### config.mk
export PLATFORM = sky130hd
export DESIGN_NAME = exc_vector_ctrl
export DESIGN_NICKNAME = d
export VERILOG_FILES = /design/src/rtl/exc_vector_ctrl.sv
export SDC_FILE = /design/constraint.sdc
export NUM_CORES = 1
export LEC_CHECK = 0
export ABC_AREA = 1
export CORE_UTILIZATION = 45
export CTS_CLUSTER_SIZE = 8
export DETAILED_ROUTE_END_ITERATION = 8
export PLACE_DENSITY = 0.86
export SLEW_MARGIN = 25
export SYNTH_ARGS = -nofsm -noshare
export SYNTH_HDL_FRONTEND = slang
export SYNTH_SLANG_ARGS = --single-unit
### constraint.sdc
create_clock -name i_clk -period 3 [get_ports i_clk]
set_input_delay 0.6 -clock i_clk [delete_from_list [all_inputs] [get_ports i_clk]]
set_output_delay 0.6 -clock i_clk [all_outputs]
set_load 0.02 [all_outputs]
### src/rtl/exc_vector_ctrl.sv
// exc_vector_ctrl: exception/irq vectoring FSM; table index 1 cycle after the event, redirect 2 cycles after (irq +2 with EXC_IRQ_SYNC_EN).
// Backpressure: o_redirect/o_redirect_pc held until i_redirect_ack; events while busy are dropped (irqs are levels, so they re-present).
module exc_vector_ctrl #(
  parameter int DATA_WIDTH     = 32,
  parameter int VEC_ADDR_WIDTH = 4,
  parameter int IRQ_LINES      = 7
) (
  input  logic                      i_clk,
  input  logic                      i_rst_n,
  input  logic [IRQ_LINES-1:0]      i_irq,
  input  logic                      i_exc_valid,
  input  logic [2:0]                i_exc_code,
  input  logic [DATA_WIDTH-1:0]     i_epc,
  input  logic                      i_eret,
  input  logic                      i_redirect_ack,
  output logic [VEC_ADDR_WIDTH-1:0] o_vec_idx,
  input  logic [DATA_WIDTH-1:0]     i_vec_data,
  output logic                      o_redirect,
  output logic [DATA_WIDTH-1:0]     o_redirect_pc,
  output logic [DATA_WIDTH-1:0]     o_epc,
  output logic [VEC_ADDR_WIDTH-1:0] o_cause,
  output logic                      o_in_handler
);

  typedef enum logic [2:0] {
    S_IDLE     = 3'd0,
    S_LOOKUP   = 3'd1,
    S_REDIRECT = 3'd2,
    S_HANDLER  = 3'd3,
    S_RETURN   = 3'd4
  } state_t;

  state_t                    state_q, state_d;
  logic [VEC_ADDR_WIDTH-1:0] vec_idx_q, vec_idx_d;
  logic [VEC_ADDR_WIDTH-1:0] cause_q, cause_d;
  logic [DATA_WIDTH-1:0]     epc_q, epc_d;
  logic [DATA_WIDTH-1:0]     redirect_pc_q, redirect_pc_d;
  logic                      redirect_q, redirect_d;
  logic                      in_handler_q, in_handler_d;

  logic [IRQ_LINES-1:0]      irq_s;
  logic                      irq_any;
  logic [VEC_ADDR_WIDTH-1:0] irq_idx;

`ifdef EXC_IRQ_SYNC_EN
  logic [IRQ_LINES-1:0] irq_meta_q, irq_sync_q;

  always_ff @(posedge i_clk or negedge i_rst_n) begin
    if (!i_rst_n) begin
      irq_meta_q <= '0;
      irq_sync_q <= '0;
    end else begin
      irq_meta_q <= i_irq;
      irq_sync_q <= irq_meta_q;
    end
  end

  assign irq_s = irq_sync_q;
`else
  assign irq_s = i_irq;
`endif

  // Scan from the top so the lowest asserted line is the one left standing.
  always_comb begin
    irq_any = 1'b0;
    irq_idx = '0;
    for (int n = IRQ_LINES - 1; n >= 0; n--) begin
      if (irq_s[n]) begin
        irq_any = 1'b1;
        irq_idx = VEC_ADDR_WIDTH'(8 + n);
      end
    end
  end

  always_comb begin
    state_d       = state_q;
    vec_idx_d     = vec_idx_q;
    cause_d       = cause_q;
    epc_d         = epc_q;
    redirect_pc_d = redirect_pc_q;
    redirect_d    = redirect_q;
    in_handler_d  = in_handler_q;

    case (state_q)
      S_IDLE: begin
        if (i_exc_valid) begin
          vec_idx_d = VEC_ADDR_WIDTH'(i_exc_code);
          cause_d   = VEC_ADDR_WIDTH'(i_exc_code);
          epc_d     = i_epc;
          state_d   = S_LOOKUP;
        end else if (irq_any) begin
          vec_idx_d = irq_idx;
          cause_d   = irq_idx;
          epc_d     = i_epc;
          state_d   = S_LOOKUP;
        end
      end
      S_LOOKUP: begin
        redirect_pc_d = i_vec_data;
        redirect_d    = 1'b1;
        state_d       = S_REDIRECT;
      end
      S_REDIRECT: begin
        if (i_redirect_ack) begin
          redirect_d   = 1'b0;
          in_handler_d = 1'b1;
          state_d      = S_HANDLER;
        end
      end
      S_HANDLER: begin
        // Double fault keeps the original return address so ERET still unwinds to the first fault.
        if (i_exc_valid) begin
          vec_idx_d = VEC_ADDR_WIDTH'(15);
          cause_d   = VEC_ADDR_WIDTH'(15);
          state_d   = S_LOOKUP;
        end else if (i_eret) begin
          redirect_pc_d = epc_q;
          redirect_d    = 1'b1;
          state_d       = S_RETURN;
        end
      end
      S_RETURN: begin
        if (i_redirect_ack) begin
          redirect_d   = 1'b0;
          in_handler_d = 1'b0;
          state_d      = S_IDLE;
        end
      end
      default: state_d = S_IDLE;
    endcase
  end

  always_ff @(posedge i_clk or negedge i_rst_n) begin
    if (!i_rst_n) begin
      state_q       <= S_IDLE;
      vec_idx_q     <= '0;
      cause_q       <= '0;
      epc_q         <= '0;
      redirect_pc_q <= '0;
      redirect_q    <= 1'b0;
      in_handler_q  <= 1'b0;
    end else begin
      state_q       <= state_d;
      vec_idx_q     <= vec_idx_d;
      cause_q       <= cause_d;
      epc_q         <= epc_d;
      redirect_pc_q <= redirect_pc_d;
      redirect_q    <= redirect_d;
      in_handler_q  <= in_handler_d;
    end
  end

  assign o_vec_idx     = vec_idx_q;
  assign o_cause       = cause_q;
  assign o_epc         = epc_q;
  assign o_redirect_pc = redirect_pc_q;
  assign o_redirect    = redirect_q;
  assign o_in_handler  = in_handler_q;

endmodule

==> impl_table.tex, run 1 <==
\begin{tabular}{lr}
\hline
Metric & Value \\
\hline
\multicolumn{2}{l}{\textbf{Synthesis}} \\
\quad Sequential-to-total area share from yosys stat & 54.3\% \\
\quad Net count after synthesis & 495 \\
\quad Count of distinct cell types in the synthesized netlist & 21 \\
\quad Most numerous cell in the Yosys netlist & sky130\_fd\_sc\_hd\_\_nand2\_1 \\
\quad FFs w/ async S/R, synth & 100\% \\
\quad Commonest cells post-synth & 130 x sky130\_fd\_sc\_hd\_\_nand2\_1, 73 x sky130\_fd\_sc\_hd\_\_dfrtp\_1, 46 x sky130\_fd\_sc\_hd\_\_nand3\_1, 46 x sky130\_fd\_sc\_hd\_\_nor2\_1, 35 x sky130\_fd\_sc\_hd\_\_o21ai\_0 \\
\quad Synth top area cells & sky130\_fd\_sc\_hd\_\_dfrtp\_1 54\%, sky130\_fd\_sc\_hd\_\_nand2\_1 15\%, sky130\_fd\_sc\_hd\_\_nand3\_1 6.8\% \\
\quad Top cell type by total area after synthesis & sky130\_fd\_sc\_hd\_\_dfrtp\_1 \\
\quad Area share of the leading cell type in the synthesized netlist & 54.3\% \\
\quad Count of flip-flops with a built-in enable after synthesis & 0 \\
\quad Synthesis-stage register bit count & 73 \\
\quad Yosys warns & 0 \\
\quad Netlist Area Pre-Place & 3360 um\^{}2 \\
\quad Average cell area after synthesis & 8.09 um\^{}2 \\
\quad Primary flip-flop cell chosen by synthesis mapping & sky130\_fd\_sc\_hd\_\_dfrtp\_1 \\
\quad Post-synthesis instance total & 416 \\
\multicolumn{2}{l}{\textbf{CTS}} \\
\quad H-tree depth & 3 \\
\quad TritonCTS Buffers & 9 \\
\quad Worst-Skew Late Latency & 0.33 ns \\
\quad Bufs on Longest Clock Path & 2 \\
\quad Number of gates given a new drive strength after cts & 0 \\
\quad Cts hold-fix bufs & 0 \\
\quad Total number of clock tree sinks & 73 \\
\quad Setup Fix Bufs, Post-CTS & 0 \\
\quad Buffer type at the clock tree root & sky130\_fd\_sc\_hd\_\_clkbuf\_8 \\
\quad CTS tree & done \\
\quad Clock transition at the registers of the reported paths & 0.08 ns \\
\multicolumn{2}{l}{\textbf{STA}} \\
\quad Worst-margin pin slew & 0.913 ns \\
\quad Total negative slack & 0 ns \\
\quad Number of failing setup endpoints in the final timing report & 0 \\
\quad Final hold violation count & 0 \\
\quad Fin. max-slew vios & 0 \\
\quad Headroom to the max-slew limit & 39.1\% \\
\quad Part of the cycle the worst path needs & 67.4\% \\
\quad Upper clock frequency limit & 494 MHz \\
\quad Min cycle time layout & 2.02 ns \\
\quad RSZ-0062 raised after global routing & no \\
\quad Final worst clock skew & 0.00903 ns \\
\multicolumn{2}{l}{\textbf{Finish}} \\
\quad Area occupied by registers & 1830 um\^{}2 \\
\quad Final Net Count & 635 \\
\quad Count of filler cells inserted in the layout & 591 \\
\quad Multi-input combinational cell area & 1320 um\^{}2 \\
\quad Layout overhead on the synthesized area & 50.6\% \\
\quad Proportion of layout cells with a drive suffix above 1 & 5.53\% \\
\quad Antenna Cells & 0 \\
\multicolumn{2}{l}{\textbf{Place}} \\
\quad Hpwl dp & 6660 um \\
\quad Final weighted congestion of routability-driven global placement & 0.813 \\
\quad Port-buffer cells & 152 \\
\multicolumn{2}{l}{\textbf{GRT}} \\
\quad Vias in the first global route & 3161 \\
\quad Global router's overall resource usage & 25.2\% \\
\quad Initial antenna violation count & 0 \\
\quad Sum of overflow across all layers after global routing & 0 \\
\quad Pin count of the biggest net entering global routing & 74 \\
\quad Global-route wire length before repair & 14900 um \\
\multicolumn{2}{l}{\textbf{Critical path}} \\
\quad Maximum fanout count along the critical path & 35 \\
\quad Crit end category & register \\
\quad Endpoint arrival time on the critical path & 2.29 ns \\
\quad Startpoint Class & register \\
\quad Most frequent cell on the critical path & sky130\_fd\_sc\_hd\_\_nand2\_1 \\
\quad Count of cells along the worst register-to-register path & 6 \\
\quad Worst-path cell with the longest stage delay & sky130\_fd\_sc\_hd\_\_nor2\_4 \\
\quad Classification of the worst setup path & reg2reg \\
\quad Ordered list of cells on the worst path & inv\_1, nor2\_4, nand2\_1, nand2\_1, nand2\_1, nand2\_1 \\
\quad Slowest cell delay on critical path & 0.65 ns \\
\quad Data required, critical path & 3.27 ns \\
\multicolumn{2}{l}{\textbf{Status}} \\
\quad Result of the run & finished, final reports clean \\
\multicolumn{2}{l}{\textbf{Drt}} \\
\quad Detail Route Antenna Nets & 0 \\
\quad Number of DRC violations after detailed routing & 0 \\
\quad Total number of vias & 3339 \\
\quad Initial drt markers & 191 \\
\quad Iteration count of the initial detailed-routing pass & 4 \\
\quad Routed WL & 9480 um \\
\quad Routed wire per std cell & 14.4 um \\
\quad Average via count per standard cell & 5.06 \\
\multicolumn{2}{l}{\textbf{Pwr}} \\
\quad Maximum ir drop on the vdd rail & 0.675 mV \\
\quad Overall power & 5770 uW \\
\quad Cell Pwr Density & 1140 nW/um\^{}2 \\
\quad Static power due to leakage & 0.00234 uW \\
\multicolumn{2}{l}{\textbf{Die}} \\
\quad Core box area & 7250 um\^{}2 \\
\quad Placement Rows & 31 \\
\quad Number of top-level pins & 153 \\
\quad Die span in x & 88.5 um \\
\quad Area of the die & 7830 um\^{}2 \\
\quad Starting density of the core & 46.4\% \\
\quad Height of the chip & 88.5 um \\
\multicolumn{2}{l}{\textbf{Min path}} \\
\quad Worst hold path type & in2async \\
\multicolumn{2}{l}{\textbf{Flow run}} \\
\quad Max-capacitance violation count & 0 \\
\hline
\end{tabular}
[worst paths after layout]
path	from	end	slack (ns)
max	state_q[1]	o_cause[2]	0.98
min	i_rst_n	o_redirect_pc[23]	0.38
max reg2reg	state_q[1]	o_cause[2]	0.98
min reg2reg	o_redirect_pc[8]	o_redirect_pc[8]	0.49
max in group asynchronous	i_rst_n	o_redirect_pc[11]	2.01
min in group i_clk	o_redirect_pc[8]	o_redirect_pc[8]	0.49
[final cells by class]
class,count,area share [%]
clock inverters,7,1.38
inverters,14,1.06
multi-input cells,302,26.0
repair buffers,156,30.6
flip-flops and latches,73,36.0
clock buffers,9,2.44
well taps,99,2.44
[sequential cells by signal, indices dropped and copies added (netlist names)]
| signal | flops |
|---|---|
| o_epc | 32 |
| o_cause | 4 |
| o_in_handler | 1 |
| o_redirect_pc | 32 |
| state_q | 3 |
| o_redirect | 1 |
[logic make-up after synthesis]
| family | synth area share, % |
|---|---|
| and+or+nand+nor | 28.4 |
| DFF | 54.3 |
| AOI/OAI and AO/OA | 10.8 |
| buffers and inverters | 6.47 |
[placed cells by master (no fill, tap or decap)]
master,n
sky130_fd_sc_hd__o21ai_1,33
sky130_fd_sc_hd__o21ai_0,35
sky130_fd_sc_hd__nand3b_1,1
sky130_fd_sc_hd__nand3_1,46
sky130_fd_sc_hd__inv_6,1
sky130_fd_sc_hd__bufinv_16,1
sky130_fd_sc_hd__inv_2,2
sky130_fd_sc_hd__a21oi_1,3
sky130_fd_sc_hd__o21a_1,1
sky130_fd_sc_hd__clkbuf_8,9
sky130_fd_sc_hd__clkdlybuf4s50_1,151
sky130_fd_sc_hd__nand2_2,4
sky130_fd_sc_hd__clkinvlp_4,1
sky130_fd_sc_hd__buf_4,5
sky130_fd_sc_hd__nor2_4,1
sky130_fd_sc_hd__nor3_4,1
sky130_fd_sc_hd__nor2_1,46
sky130_fd_sc_hd__dfrtp_1,73
sky130_fd_sc_hd__inv_1,11
sky130_fd_sc_hd__clkinv_4,1
sky130_fd_sc_hd__clkinv_2,4
sky130_fd_sc_hd__nor2_2,1
sky130_fd_sc_hd__nand2_1,130
[stage by stage]
step	instance area, um^2	cells	hold WS, ns	worst slack (ns)	utilization [%]
2_1_floorplan	3360	416	0.304	1.50	-
4_1_cts	5070	660	0.421	0.996	69.9
3_3_place_gp	4870	644	0.465	0.744	67.2
6_report	5070	660	0.382	0.977	69.9
3_5_place_dp	4870	644	0.473	0.663	67.2
5_1_grt	5070	660	0.453	0.805	69.9
[critical path: cells and delay by family, from the launching register on]
family | cells | cell delay, ns
and+or+nand+nor | 5 | 1.30
buffers and inverters | 1 | 0.12
DFF | 1 | 0.54
[power by group]
group	internal, uW	switching, uW
clock network	384	370
logic	1360	1810
registers	1480	366
[metal layers]
layer  wire length, um  GRT usage, %
met1              3890          31.6
met2              4880          43.4
met3               623          5.22
met4                86          8.36
met5                 0             0
(Power assumes the default switching activity.)
==> run 2, diff against run 1 <==
--- a/config.mk
+++ b/config.mk
@@ -6,10 +6,10 @@
 export NUM_CORES = 1
 export LEC_CHECK = 0
 export ABC_AREA = 1
-export CORE_UTILIZATION = 45
+export CORE_UTILIZATION = 42
 export CTS_CLUSTER_SIZE = 8
 export DETAILED_ROUTE_END_ITERATION = 8
-export PLACE_DENSITY = 0.86
+export PLACE_DENSITY = 0.81
 export SLEW_MARGIN = 25
 export SYNTH_ARGS = -nofsm -noshare
 export SYNTH_HDL_FRONTEND = slang
==> constraint.sdc (replaced) <==
create_clock -name i_clk -period 1.95 [get_ports i_clk]
set_input_delay 0.39 -clock i_clk [delete_from_list [all_inputs] [get_ports i_clk]]
set_output_delay 0.39 -clock i_clk [all_outputs]
set_load 0.02 [all_outputs]
==> run 2 against run 1 <==
Against the previous run: clock skew about the same; critical path type is now reg2out; largest power group unchanged; first-iteration DRC count down 21%; critical endpoint is now o_epc[10]; total power up 59%; highest routed layer unchanged; combinational power up 59%; via count up 2.9%; global-route usage down 1.3 points; clock-buffer cell count up 2; hold slack worse by 0.37 ns.
==> impl_table.tex, run 2 (synthesized netlist as in run 1, its figures left out) <==
\begin{tabular}{lr}
\hline
Metric & Value \\
\hline
\multicolumn{2}{l}{\textbf{Status}} \\
\quad Result of the run & finished, final reports clean \\
\multicolumn{2}{l}{\textbf{Finish}} \\
\quad Most common library cell in the layout ignoring fill and taps & sky130\_fd\_sc\_hd\_\_clkdlybuf4s50\_1 \\
\quad Final cell area excluding filler cells & 5200 um\^{}2 (+2.7\%) \\
\quad Final Net Count & 646 (+1.7\%) \\
\quad Multi-input combinational cell area & 1320 um\^{}2 (unchanged) \\
\quad Proportion of layout cells with a drive suffix above 1 & 7.17\% (+1.6 points) \\
\quad Top library cells by usage in the layout, fill and taps aside & 151 x sky130\_fd\_sc\_hd\_\_clkdlybuf4s50\_1, 130 x sky130\_fd\_sc\_hd\_\_nand2\_1, 73 x sky130\_fd\_sc\_hd\_\_dfrtp\_1 \\
\quad Layout overhead on the synthesized area & 54.7\% \\
\quad Area occupied by registers & 1830 um\^{}2 (unchanged) \\
\quad Antenna Cells & 0 (unchanged) \\
\quad Count of filler cells inserted in the layout & 623 (+5.4\%) \\
\multicolumn{2}{l}{\textbf{Place}} \\
\quad Final weighted congestion of routability-driven global placement & 0.782 (-3.8\%) \\
\quad Hpwl dp & 7190 um (+7.9\%) \\
\quad Port-buffer cells & 152 (unchanged) \\
\quad Area of placed instances & 4980 um\^{}2 (+2.3\%) \\
\multicolumn{2}{l}{\textbf{GRT}} \\
\quad Initial antenna violation count & 0 (unchanged) \\
\quad Global router's overall resource usage & 23.8\% (-1.3 points) \\
\quad Sum of overflow across all layers after global routing & 0 (unchanged) \\
\quad Global-route wire length before repair & 15800 um (+6.0\%) \\
\quad Pin count of the biggest net entering global routing & 39 (-47\%) \\
\quad Vias in the first global route & 3321 (+5.1\%) \\
\multicolumn{2}{l}{\textbf{CTS}} \\
\quad CTS tree & done \\
\quad Number of gates given a new drive strength after cts & 0 (unchanged) \\
\quad Setup Fix Bufs, Post-CTS & 0 (unchanged) \\
\quad Clock transition at the registers of the reported paths & 0.08 ns (about the same) \\
\quad Buffer type at the clock tree root & sky130\_fd\_sc\_hd\_\_clkbuf\_8 \\
\quad H-tree depth & 3 (unchanged) \\
\quad Bufs on Longest Clock Path & 2 (unchanged) \\
\quad Cts hold-fix bufs & 0 (unchanged) \\
\quad TritonCTS Buffers & 9 (unchanged) \\
\quad Total number of clock tree sinks & 73 (unchanged) \\
\quad Worst-Skew Late Latency & 0.33 ns (about the same) \\
\multicolumn{2}{l}{\textbf{Drt}} \\
\quad Detail Route Antenna Nets & 0 (unchanged) \\
\quad Routed WL & 9870 um (+4.2\%) \\
\quad Average via count per standard cell & 5.10 (+0.80\%) \\
\quad Routed wire per std cell & 14.6 um (+2.0\%) \\
\quad Number of DRC violations after detailed routing & 0 (unchanged) \\
\quad Total number of vias & 3437 (+2.9\%) \\
\quad Initial drt markers & 150 (-21\%) \\
\quad Iteration count of the initial detailed-routing pass & 5 (+1) \\
\multicolumn{2}{l}{\textbf{STA}} \\
\quad Total negative slack & 0 ns (unchanged) \\
\quad Upper clock frequency limit & 565 MHz \\
\quad RSZ-0062 raised after global routing & no \\
\quad Worst-margin pin slew & 0.482 ns (-0.431 ns) \\
\quad Fin. max-slew vios & 0 (unchanged) \\
\quad Final hold violation count & 0 (unchanged) \\
\quad Headroom to the max-slew limit & 67.9\% (+29 points) \\
\quad Part of the cycle the worst path needs & 90.8\% \\
\quad Min cycle time layout & 1.77 ns \\
\quad Final worst clock skew & 0.00879 ns (-0.000238 ns) \\
\quad Number of failing setup endpoints in the final timing report & 0 (unchanged) \\
\multicolumn{2}{l}{\textbf{Critical path}} \\
\quad Worst-case register-to-register setup slack & 0.42 ns (-0.56 ns) \\
\quad Crit end category & output pin \\
\quad Maximum fanout count along the critical path & 3 (-91\%) \\
\quad Worst-path cell with the longest stage delay & sky130\_fd\_sc\_hd\_\_clkdlybuf4s50\_1 \\
\quad Slowest cell delay on critical path & 0.64 ns (about the same) \\
\quad Worst Path Buf+Inv & 1 (unchanged) \\
\quad Top delay family on crit path & buffers and inverters \\
\quad Reg-to-reg endpoint & o\_cause[0] \\
\quad Endpoint arrival time on the critical path & 1.38 ns (-0.91 ns) \\
\quad Data required, critical path & 1.56 ns (-1.71 ns) \\
\quad R2R Path Start & state\_q[1] \\
\quad Ordered list of cells on the worst path & clkdlybuf4s50\_1 \\
\quad Startpoint Class & register \\
\quad Classification of the worst setup path & reg2out \\
\quad Count of cells along the worst register-to-register path & 7 (+1) \\
\multicolumn{2}{l}{\textbf{Pwr}} \\
\quad Maximum ir drop on the vdd rail & 0.957 mV (+42\%) \\
\quad Static power due to leakage & 0.00242 uW (+3.2\%) \\
\quad Overall power & 9190 uW (+59\%) \\
\quad Cell Pwr Density & 1770 nW/um\^{}2 (+55\%) \\
\multicolumn{2}{l}{\textbf{Min path}} \\
\quad Worst hold path type & in2async \\
\multicolumn{2}{l}{\textbf{Die}} \\
\quad Area of the die & 8370 um\^{}2 (+7.0\%) \\
\quad Height of the chip & 91.5 um (+3.4\%) \\
\quad Starting density of the core & 43.5\% (-2.8 points) \\
\quad Placement Rows & 32 (+3.2\%) \\
\quad Number of top-level pins & 153 (unchanged) \\
\quad Die span in x & 91.5 um (+3.4\%) \\
\quad Core box area & 7730 um\^{}2 (+6.5\%) \\
\multicolumn{2}{l}{\textbf{Flow run}} \\
\quad Max-capacitance violation count & 0 (unchanged) \\
\hline
\end{tabular}
-- run 2: cell count changes in the layout (fill, tap and decap cells not counted), sizes merged --
cell	before	now
buf	5	16
clkbuf	9	11
bufinv	1	2
clkinv	5	4
clkinvlp	1	0
inv	14	13
-- run 2: layout make-up --
| type | count | area share [%] |
|---|---|---|
| clock buffers | 11 | 2.72 |
| clock inverters | 5 | 1.51 |
| inverters | 14 | 1.03 |
| multi-input cells | 302 | 25.4 |
| flip-flops and latches | 73 | 35.1 |
| well taps | 102 | 2.45 |
| repair buffers | 167 | 31.8 |
-- run 2: how the worst max path moves through the flow --
stage / start / end / slack, ns / depth (start not counted)
2_1_floorplan: state_q[2] / o_epc[10] / 0.66 / 5
3_5_place_dp: i_irq[5] / o_cause[2] / 0.08 / 9
5_1_grt: o_epc[10] / o_epc[10] / 0.12 / 1
3_3_place_gp: i_irq[5] / o_cause[2] / 0.12 / 9
6_report: o_epc[10] / o_epc[10] / 0.18 / 1
4_1_cts: o_epc[10] / o_epc[10] / 0.14 / 1
-- run 2: metrics by stage --
step	utilization, %	instances	setup slack, ns	hold WS, ns
floorplan	-	416	0.656	0.0944
detailed placement	64.5	658	0.0806	0.381
global placement	64.5	658	0.116	0.379
CTS	67.4	674	0.143	0.0113
finish	67.4	674	0.179	0.00875
global route	67.4	674	0.118	0.0308
-- run 2: per-layer routing --
layer  track usage (%)  share of wire [%]
met5                 0                  0
met4              6.08               0.23
met2              41.5                 51
met3              5.44                5.9
met1              29.8                 42
-- run 2: power breakdown --
group,switching [uW],internal [uW],total (uW)
combinational,2810,2230,5040
sequential,581,2280,2860
clock,539,754,1290
